`src/rtl/mem_wb_data_stage.sv`:
```
// ============================================================================
// Module   : mem_wb_data_stage
// Brief    : Registered MEM/WB lane select with a late-load wait FSM.
//            Define MEM_WB_LD_TIMEOUT_EN to add the load wait timeout.
// Revision : 1.0 - initial release
// ============================================================================
`default_nettype none

module mem_wb_data_stage #(
    parameter int DATA_W     = 8,
    parameter int LD_TIMEOUT = 15
) (
    input  logic              clock,
    input  logic              reset_n,
    input  logic              in_valid,
    input  logic              ld_req,
    input  logic              sel_bot,
    input  logic [1:0]        sel_top,
    input  logic [DATA_W-1:0] sfr_data,
    input  logic [DATA_W-1:0] ex_mem_data_top,
    input  logic [DATA_W-1:0] ex_mem_data_bot,
    input  logic [DATA_W-1:0] ld_res_top,
    input  logic [DATA_W-1:0] ld_res_bot,
    input  logic              ld_valid,
    input  logic              flush,
    output logic              stall_out,
    output logic              out_valid,
    output logic [DATA_W-1:0] mem_data_out_top,
    output logic [DATA_W-1:0] mem_data_out_bot,
    output logic              ld_timeout_err
);

    typedef enum logic [0:0] {
        IDLE    = 1'b0,
        WAIT_LD = 1'b1
    } state_t;

    state_t            r_state;
    state_t            w_next_state;
    logic              w_capture;
    logic              w_enter_wait;
    logic              w_stall;
    logic              w_timeout;

    logic [1:0]        r_sh_sel_top;
    logic              r_sh_sel_bot;
    logic [DATA_W-1:0] r_sh_ex_top;
    logic [DATA_W-1:0] r_sh_ex_bot;
    logic [DATA_W-1:0] r_sh_sfr;

    logic [1:0]        w_sel_top;
    logic              w_sel_bot;
    logic [DATA_W-1:0] w_ex_top;
    logic [DATA_W-1:0] w_ex_bot;
    logic [DATA_W-1:0] w_sfr;
    logic [DATA_W-1:0] w_ld_top;
    logic [DATA_W-1:0] w_ld_bot;
    logic [DATA_W-1:0] w_mux_top;
    logic [DATA_W-1:0] w_mux_bot;

`ifdef MEM_WB_LD_TIMEOUT_EN
    localparam int c_CNT_W = $clog2(LD_TIMEOUT + 1);

    logic [c_CNT_W-1:0] r_cnt;
    logic               r_ld_timeout_err;

    assign w_timeout = (r_state == WAIT_LD) && !ld_valid && !flush &&
                       (r_cnt == c_CNT_W'(LD_TIMEOUT - 1));

    always_ff @(posedge clock or negedge reset_n) begin
        if (!reset_n) begin
            r_cnt            <= '0;
            r_ld_timeout_err <= 1'b0;
        end else begin
            r_ld_timeout_err <= w_timeout;
            if (w_enter_wait || flush)
                r_cnt <= '0;
            else if (r_state == WAIT_LD && w_stall)
                r_cnt <= r_cnt + 1'b1;
        end
    end

    assign ld_timeout_err = r_ld_timeout_err;
`else
    logic w_unused_timeout;

    assign w_unused_timeout = (LD_TIMEOUT == 0);
    assign w_timeout        = 1'b0;
    assign ld_timeout_err   = 1'b0;
`endif

    always_comb begin
        w_next_state = r_state;
        w_capture    = 1'b0;
        w_enter_wait = 1'b0;
        w_stall      = 1'b0;
        case (r_state)
            IDLE: begin
                if (!flush && in_valid) begin
                    if (!ld_req || ld_valid) begin
                        w_capture = 1'b1;
                    end else begin
                        w_enter_wait = 1'b1;
                        w_stall      = 1'b1;
                        w_next_state = WAIT_LD;
                    end
                end
            end
            WAIT_LD: begin
                if (flush) begin
                    w_next_state = IDLE;
                end else if (ld_valid || w_timeout) begin
                    w_capture    = 1'b1;
                    w_next_state = IDLE;
                end else begin
                    w_stall = 1'b1;
                end
            end
            default: w_next_state = IDLE;
        endcase
    end

    // While waiting, selects and non-load data come from the shadow copy so
    // upstream may change EX/MEM freely; timeout substitutes zero load data.
    assign w_sel_top = (r_state == WAIT_LD) ? r_sh_sel_top : sel_top;
    assign w_sel_bot = (r_state == WAIT_LD) ? r_sh_sel_bot : sel_bot;
    assign w_ex_top  = (r_state == WAIT_LD) ? r_sh_ex_top  : ex_mem_data_top;
    assign w_ex_bot  = (r_state == WAIT_LD) ? r_sh_ex_bot  : ex_mem_data_bot;
    assign w_sfr     = (r_state == WAIT_LD) ? r_sh_sfr     : sfr_data;
    assign w_ld_top  = w_timeout ? '0 : ld_res_top;
    assign w_ld_bot  = w_timeout ? '0 : ld_res_bot;

    always_comb begin
        w_mux_top = '0;
        case (w_sel_top)
            2'b00:   w_mux_top = '0;
            2'b01:   w_mux_top = w_sfr;
            2'b10:   w_mux_top = w_ex_top;
            default: w_mux_top = w_ld_top;
        endcase
        w_mux_bot = w_sel_bot ? w_ld_bot : w_ex_bot;
    end

    assign stall_out = w_stall;

    always_ff @(posedge clock or negedge reset_n) begin
        if (!reset_n) begin
            r_state          <= IDLE;
            out_valid        <= 1'b0;
            mem_data_out_top <= '0;
            mem_data_out_bot <= '0;
            r_sh_sel_top     <= 2'b00;
            r_sh_sel_bot     <= 1'b0;
            r_sh_ex_top      <= '0;
            r_sh_ex_bot      <= '0;
            r_sh_sfr         <= '0;
        end else begin
            r_state   <= w_next_state;
            out_valid <= w_capture;
            if (w_capture) begin
                mem_data_out_top <= w_mux_top;
                mem_data_out_bot <= w_mux_bot;
            end
            if (w_enter_wait) begin
                r_sh_sel_top <= sel_top;
                r_sh_sel_bot <= sel_bot;
                r_sh_ex_top  <= ex_mem_data_top;
                r_sh_ex_bot  <= ex_mem_data_bot;
                r_sh_sfr     <= sfr_data;
            end
        end
    end

endmodule

`default_nettype wire

```
`config.mk`:
```
export PLATFORM = sky130hd
export DESIGN_NAME = mem_wb_data_stage
export DESIGN_NICKNAME = d
export VERILOG_FILES = /design/src/rtl/mem_wb_data_stage.sv
export SDC_FILE = /design/constraint.sdc
export NUM_CORES = 1
export LEC_CHECK = 0
export ABC_AREA = 1
export ABC_CLOCK_PERIOD_IN_PS = 1750
export BUFFER_PORTS_ARGS = -buffer_cell sky130_fd_sc_hd__buf_2
export CORE_ASPECT_RATIO = 1.2
export CORE_UTILIZATION = 52
export DETAILED_ROUTE_END_ITERATION = 7
export PLACE_DENSITY_LB_ADDON = 0.3
export SYNTH_ARGS = -nofsm -noshare
export SYNTH_HDL_FRONTEND = slang
export SYNTH_SLANG_ARGS = --single-unit
```
`constraint.sdc`:
```
create_clock -name clock -period 1.75 [get_ports clock]
set_input_delay 0.175 -clock clock [delete_from_list [all_inputs] [get_ports clock]]
set_output_delay 0.175 -clock clock [all_outputs]
set_load 0.03 [all_outputs]
```
Yosys cells after proc, flatten, opt, wreduce, memory -nomap -nowiden
Index checks and enable logic that the tools add are counted.

Reduce and logical (&&, ||, !) cells: 5. Mux-type cells: 18. Equality and inequality tests: 2. Bitwise operators: 1.

Operators with widths (number): 8-bit two-way mux (4); 8-bit case mux with 3 select lines (1); 1-bit two-way mux (10); 1-bit case mux with 2 select lines (2); 2-bit by 1-bit equality test with 1-bit output, second input constant (1); 2-bit equality test, second input constant (1); 1-bit logical NOT (2); 2-bit logical NOT (1); 2-bit two-way mux (1); 1-bit logical AND (1); 1-bit logical OR (1); 1-bit NOT (1).

Logic and storage cells: 35. Bits of input ports: 49. Register bits: 45.

Logic depth before layout (Yosys ltp)
Depth after elaboration: 5. Depth in mapped cells: 11.

Worst setup path before layout
Ideal clock, no wire load.

Path type: register to output. Start: register r_state. End: output stall_out. Arrival: 1.184 ns. Data required time: 1.575 ns. Cell stages (with the launch flop): 6. Slack: 0.391 ns. Cells stage by stage: dfrtp_1 buf_6 inv_6 nand4_2 clkbuf_1 nand2_1.

Cells in the longest elaborated chain, start to end: 2.

Ends and longest elaborated chain: from (decl) (line 38) `state_t r_state;`; from (signal assigned) (line 158) `r_state <= w_next_state;`; 1-bit NOT; 1-bit case mux with 2 select lines (*) (line 97) `case (r_state)`; to (decl) (line 26) `output logic stall_out,`.

Every way passes the cells marked *; elsewhere a longest branch is shown, timed or not.

Final worst setup path
Ends and elaborated chain as after synthesis.

==> results.cfg <==
[sta]
timing.final.crit_period_ns = 1.55
fin_setup_tns_ns = 0
clock_skew_ns = 0.00546
max_clk_rate_mhz = 645
finalSetupViolations = 0
report.final.slew_viol_count = 0
maxSlewHeadroom_pct = 63.9
tightestPinTransition_ns = 0.542
grt_setup_unrepaired = false
final-hold-violation-count = 0
post-route-period-util_pct = 88.6

[logic_synthesis]
asyncSetResetFlopFracSynth_pct = 100
synth_cell_types = 22
ys_seq_area_share_pct = 44.6
synth-adder-area-share_pct = 0
postSynthNetCount = 402
ys_warn_count = 0
dominant_combinational_cell_family_by_area_after_synthesis = simple AND/OR/NAND/NOR gates
synth.area.mux_share_pct = 0
synth-seq-cells = 45
synth_cells = 353
synth.cell_area_mm2 = 0.00253
number_of_synthesized_flops_with_an_enable_pin = 0
postSynth.topFlopCell = sky130_fd_sc_hd__dfrtp_1
synthSimpleGateAreaFrac_pct = 33.9
area_share_of_xor_xnor_cells_in_the_synthesized_design_pct = 0
avgSynthCellArea_um2 = 7.16
synth_compound_gate_area_share_pct = 8.91

[clock_tree]
post_cts_setup_repair_bufs = 0
clk_path_buf_depth = 2
clock_pin_transition_on_the_worst_setup_and_hold_timing_paths_ns = 0.09
clock_insertion_delay_worst_skew_ns = 0.29
cts_made_buffers = 5
cts_tree = built
cts_root_buf = sky130_fd_sc_hd__clkbuf_8
clkSinkCount = 45
clock_tree.htree_level_count = 2

[power_and_ir_drop]
worst_ir_drop_vdd_v = 0.000526
total_leakage_power_nw = 1.74
power_density_mw_per_mm2 = 933

[setup_path]
type_of_destination_of_the_critical_path = primary output
cp_max_fo = 14
timing.critical_path.arrival_ns = 1.38
worst_ep_required_time_ns = 1.57
crit_path_start_kind = flop
worst-setup-path-type = flop to primary output

[global_route]
grt_overflow = 0
initial_antenna_violation_count = 0
grt_pass1_wl_mm = 9.07
grt_pass1_vias = 2121
grt_max_degree = 46
grt_util_all_layers_pct = 22.4

[drt]
drtAntennaViolNets = 0
vias = 2250
detailedRoute.firstIterationViolations = 101
avgViaCountPerCell = 4.74
drt_pre_antenna_iters = 4
totalWireLength_mm = 5.10
route.detailed.drc = 0
route.detailed.wl_per_inst_um = 10.7

[die]
initial_utilization_pct = 54.6
row_count = 27
design.die.area_mm2 = 0.00514
dieWidth_um = 65.6
ioPinCount = 68
chipHeight_um = 78.4
core-area_mm2 = 0.00463

[finish]
syn2layout_area_growth_pct = 16.9
final_util_pct = 63.8
nets = 465
fillCellCount = 436
drive_gt1_share_pct = 23.3
antenna_cells = 0

[placement]
port_buffers = 66
globalplace.congestion = 0.835
detailedPlacementHpwl_mm = 3.76

[flow_run]
cap_violations = 0

[outcome]
outcome = complete, no violations

[hold_path]
hp-class = input pin to flop
## state kept, by name, indices dropped and copies added, names as in the netlist
register,flops
mem_data_out_top,8
r_sh_sfr,8
r_state,1
r_sh_sel_bot,1
r_sh_ex_top,8
r_sh_sel_top,2
r_sh_ex_bot,8
out_valid,1
mem_data_out_bot,8
## metal layers
metal,global-route usage [%],vias to the layer above,wire length [um]
met5,0,-,0
met4,7.17,0,67
met3,4.65,7,238
met2,34.5,61,2300
met1,31.2,982,2490
li1,-,1200,-
## cell usage after synthesis, types with 3 or more instances
cell                       instances  area, um2
sky130_fd_sc_hd__nand2_1         154        578
sky130_fd_sc_hd__dfrtp_1          45       1130
sky130_fd_sc_hd__inv_1            45        169
sky130_fd_sc_hd__o21ai_0          35        175
sky130_fd_sc_hd__nand3_1          28        140
sky130_fd_sc_hd__o21ai_1          10       50.1
sky130_fd_sc_hd__buf_2             5       25.0
sky130_fd_sc_hd__buf_6             4       45.0
sky130_fd_sc_hd__clkbuf_1          4       15.0
sky130_fd_sc_hd__nand2_2           4       25.0
sky130_fd_sc_hd__nand2_4           4       45.0
sky130_fd_sc_hd__buf_4             3       22.5
## layout by cell type (no fill, tap or decap), types with 2 or more instances in the layout
cell type	instances
sky130_fd_sc_hd__inv_1	45
sky130_fd_sc_hd__nor2_2	2
sky130_fd_sc_hd__clkbuf_8	6
sky130_fd_sc_hd__dfrtp_1	45
sky130_fd_sc_hd__nand2_4	4
sky130_fd_sc_hd__o21ai_1	10
sky130_fd_sc_hd__o21ai_0	35
sky130_fd_sc_hd__nand2_2	4
sky130_fd_sc_hd__nand3_1	28
sky130_fd_sc_hd__nand3_2	2
sky130_fd_sc_hd__buf_4	6
sky130_fd_sc_hd__nand2_1	154
sky130_fd_sc_hd__buf_2	66
## cells by family (layout without fill, tap and decap cells)
logic type,Yosys count,count (layout)
compound gates,45,45
buf+inv,65,129
simple gates,197,197
other cells,1,1
flops,45,45
## worst max-delay path: stages, from the launching register on
cell	delay (ns)
sky130_fd_sc_hd__dfrtp_1	0.46
sky130_fd_sc_hd__inv_6	0.17
sky130_fd_sc_hd__nand4_2	0.14
sky130_fd_sc_hd__nand2_1	0.11
sky130_fd_sc_hd__buf_2	0.20
## where the power goes
group	leakage (nW)	switching (W)	internal, W
registers	0.569	0.000104	0.00125
logic	1.12	0.000486	0.000253
clock network	0.0512	0.000347	0.000320
## per-stage QoR
stage	power [W]	worst slack (ns)	area, um2	hold slack, ns	instances
floorplan	0.00188	0.391	2530	-0.121	353
global placement	0.00209	0.395	2850	0.284	466
detailed placement	0.00211	0.341	2850	0.289	466
CTS	0.00279	0.174	2950	0.117	475
global route	0.00294	0.108	2950	0.137	475
finish	0.00276	0.199	2950	0.124	475
## worst paths after layout
| path | from | cells past startpoint | slack [ns] | end |
|---|---|---|---|---|
| max in group asynchronous | reset_n | 3 | 0.90 | mem_data_out_bot[6] |
| setup reg to reg | r_state | 7 | 0.30 | mem_data_out_top[4] |
| hold / removal | sel_top[1] | 3 | 0.12 | r_sh_sel_top[1] |
| setup / recovery | r_state | 4 | 0.20 | stall_out |
| min in group asynchronous | reset_n | 3 | 0.48 | r_sh_ex_top[2] |
| hold reg to reg | mem_data_out_top[5] | 2 | 0.48 | mem_data_out_top[5] |
## what timing repair did
item | 4_1_cts | 5_1_grt
hold buffers | 1 | 0
gates resized for setup | 0 | 0
hold endpoints to repair | 45 | 0
## final cells by class
type / count / area (um2) / share of cell area, %
Clock buffer: 6 / 82.6 / 2.80
Clock inverter: 2 / 13.8 / 0.466
Inverter: 48 / 188 / 6.35
Multi-Input combinational cell: 243 / 1090 / 36.8
Sequential cell: 45 / 1130 / 38.1
Tap cell: 58 / 72.6 / 2.46
Timing Repair Buffer: 73 / 385 / 13.0
Note: power is estimated with default switching activity, not from simulation.
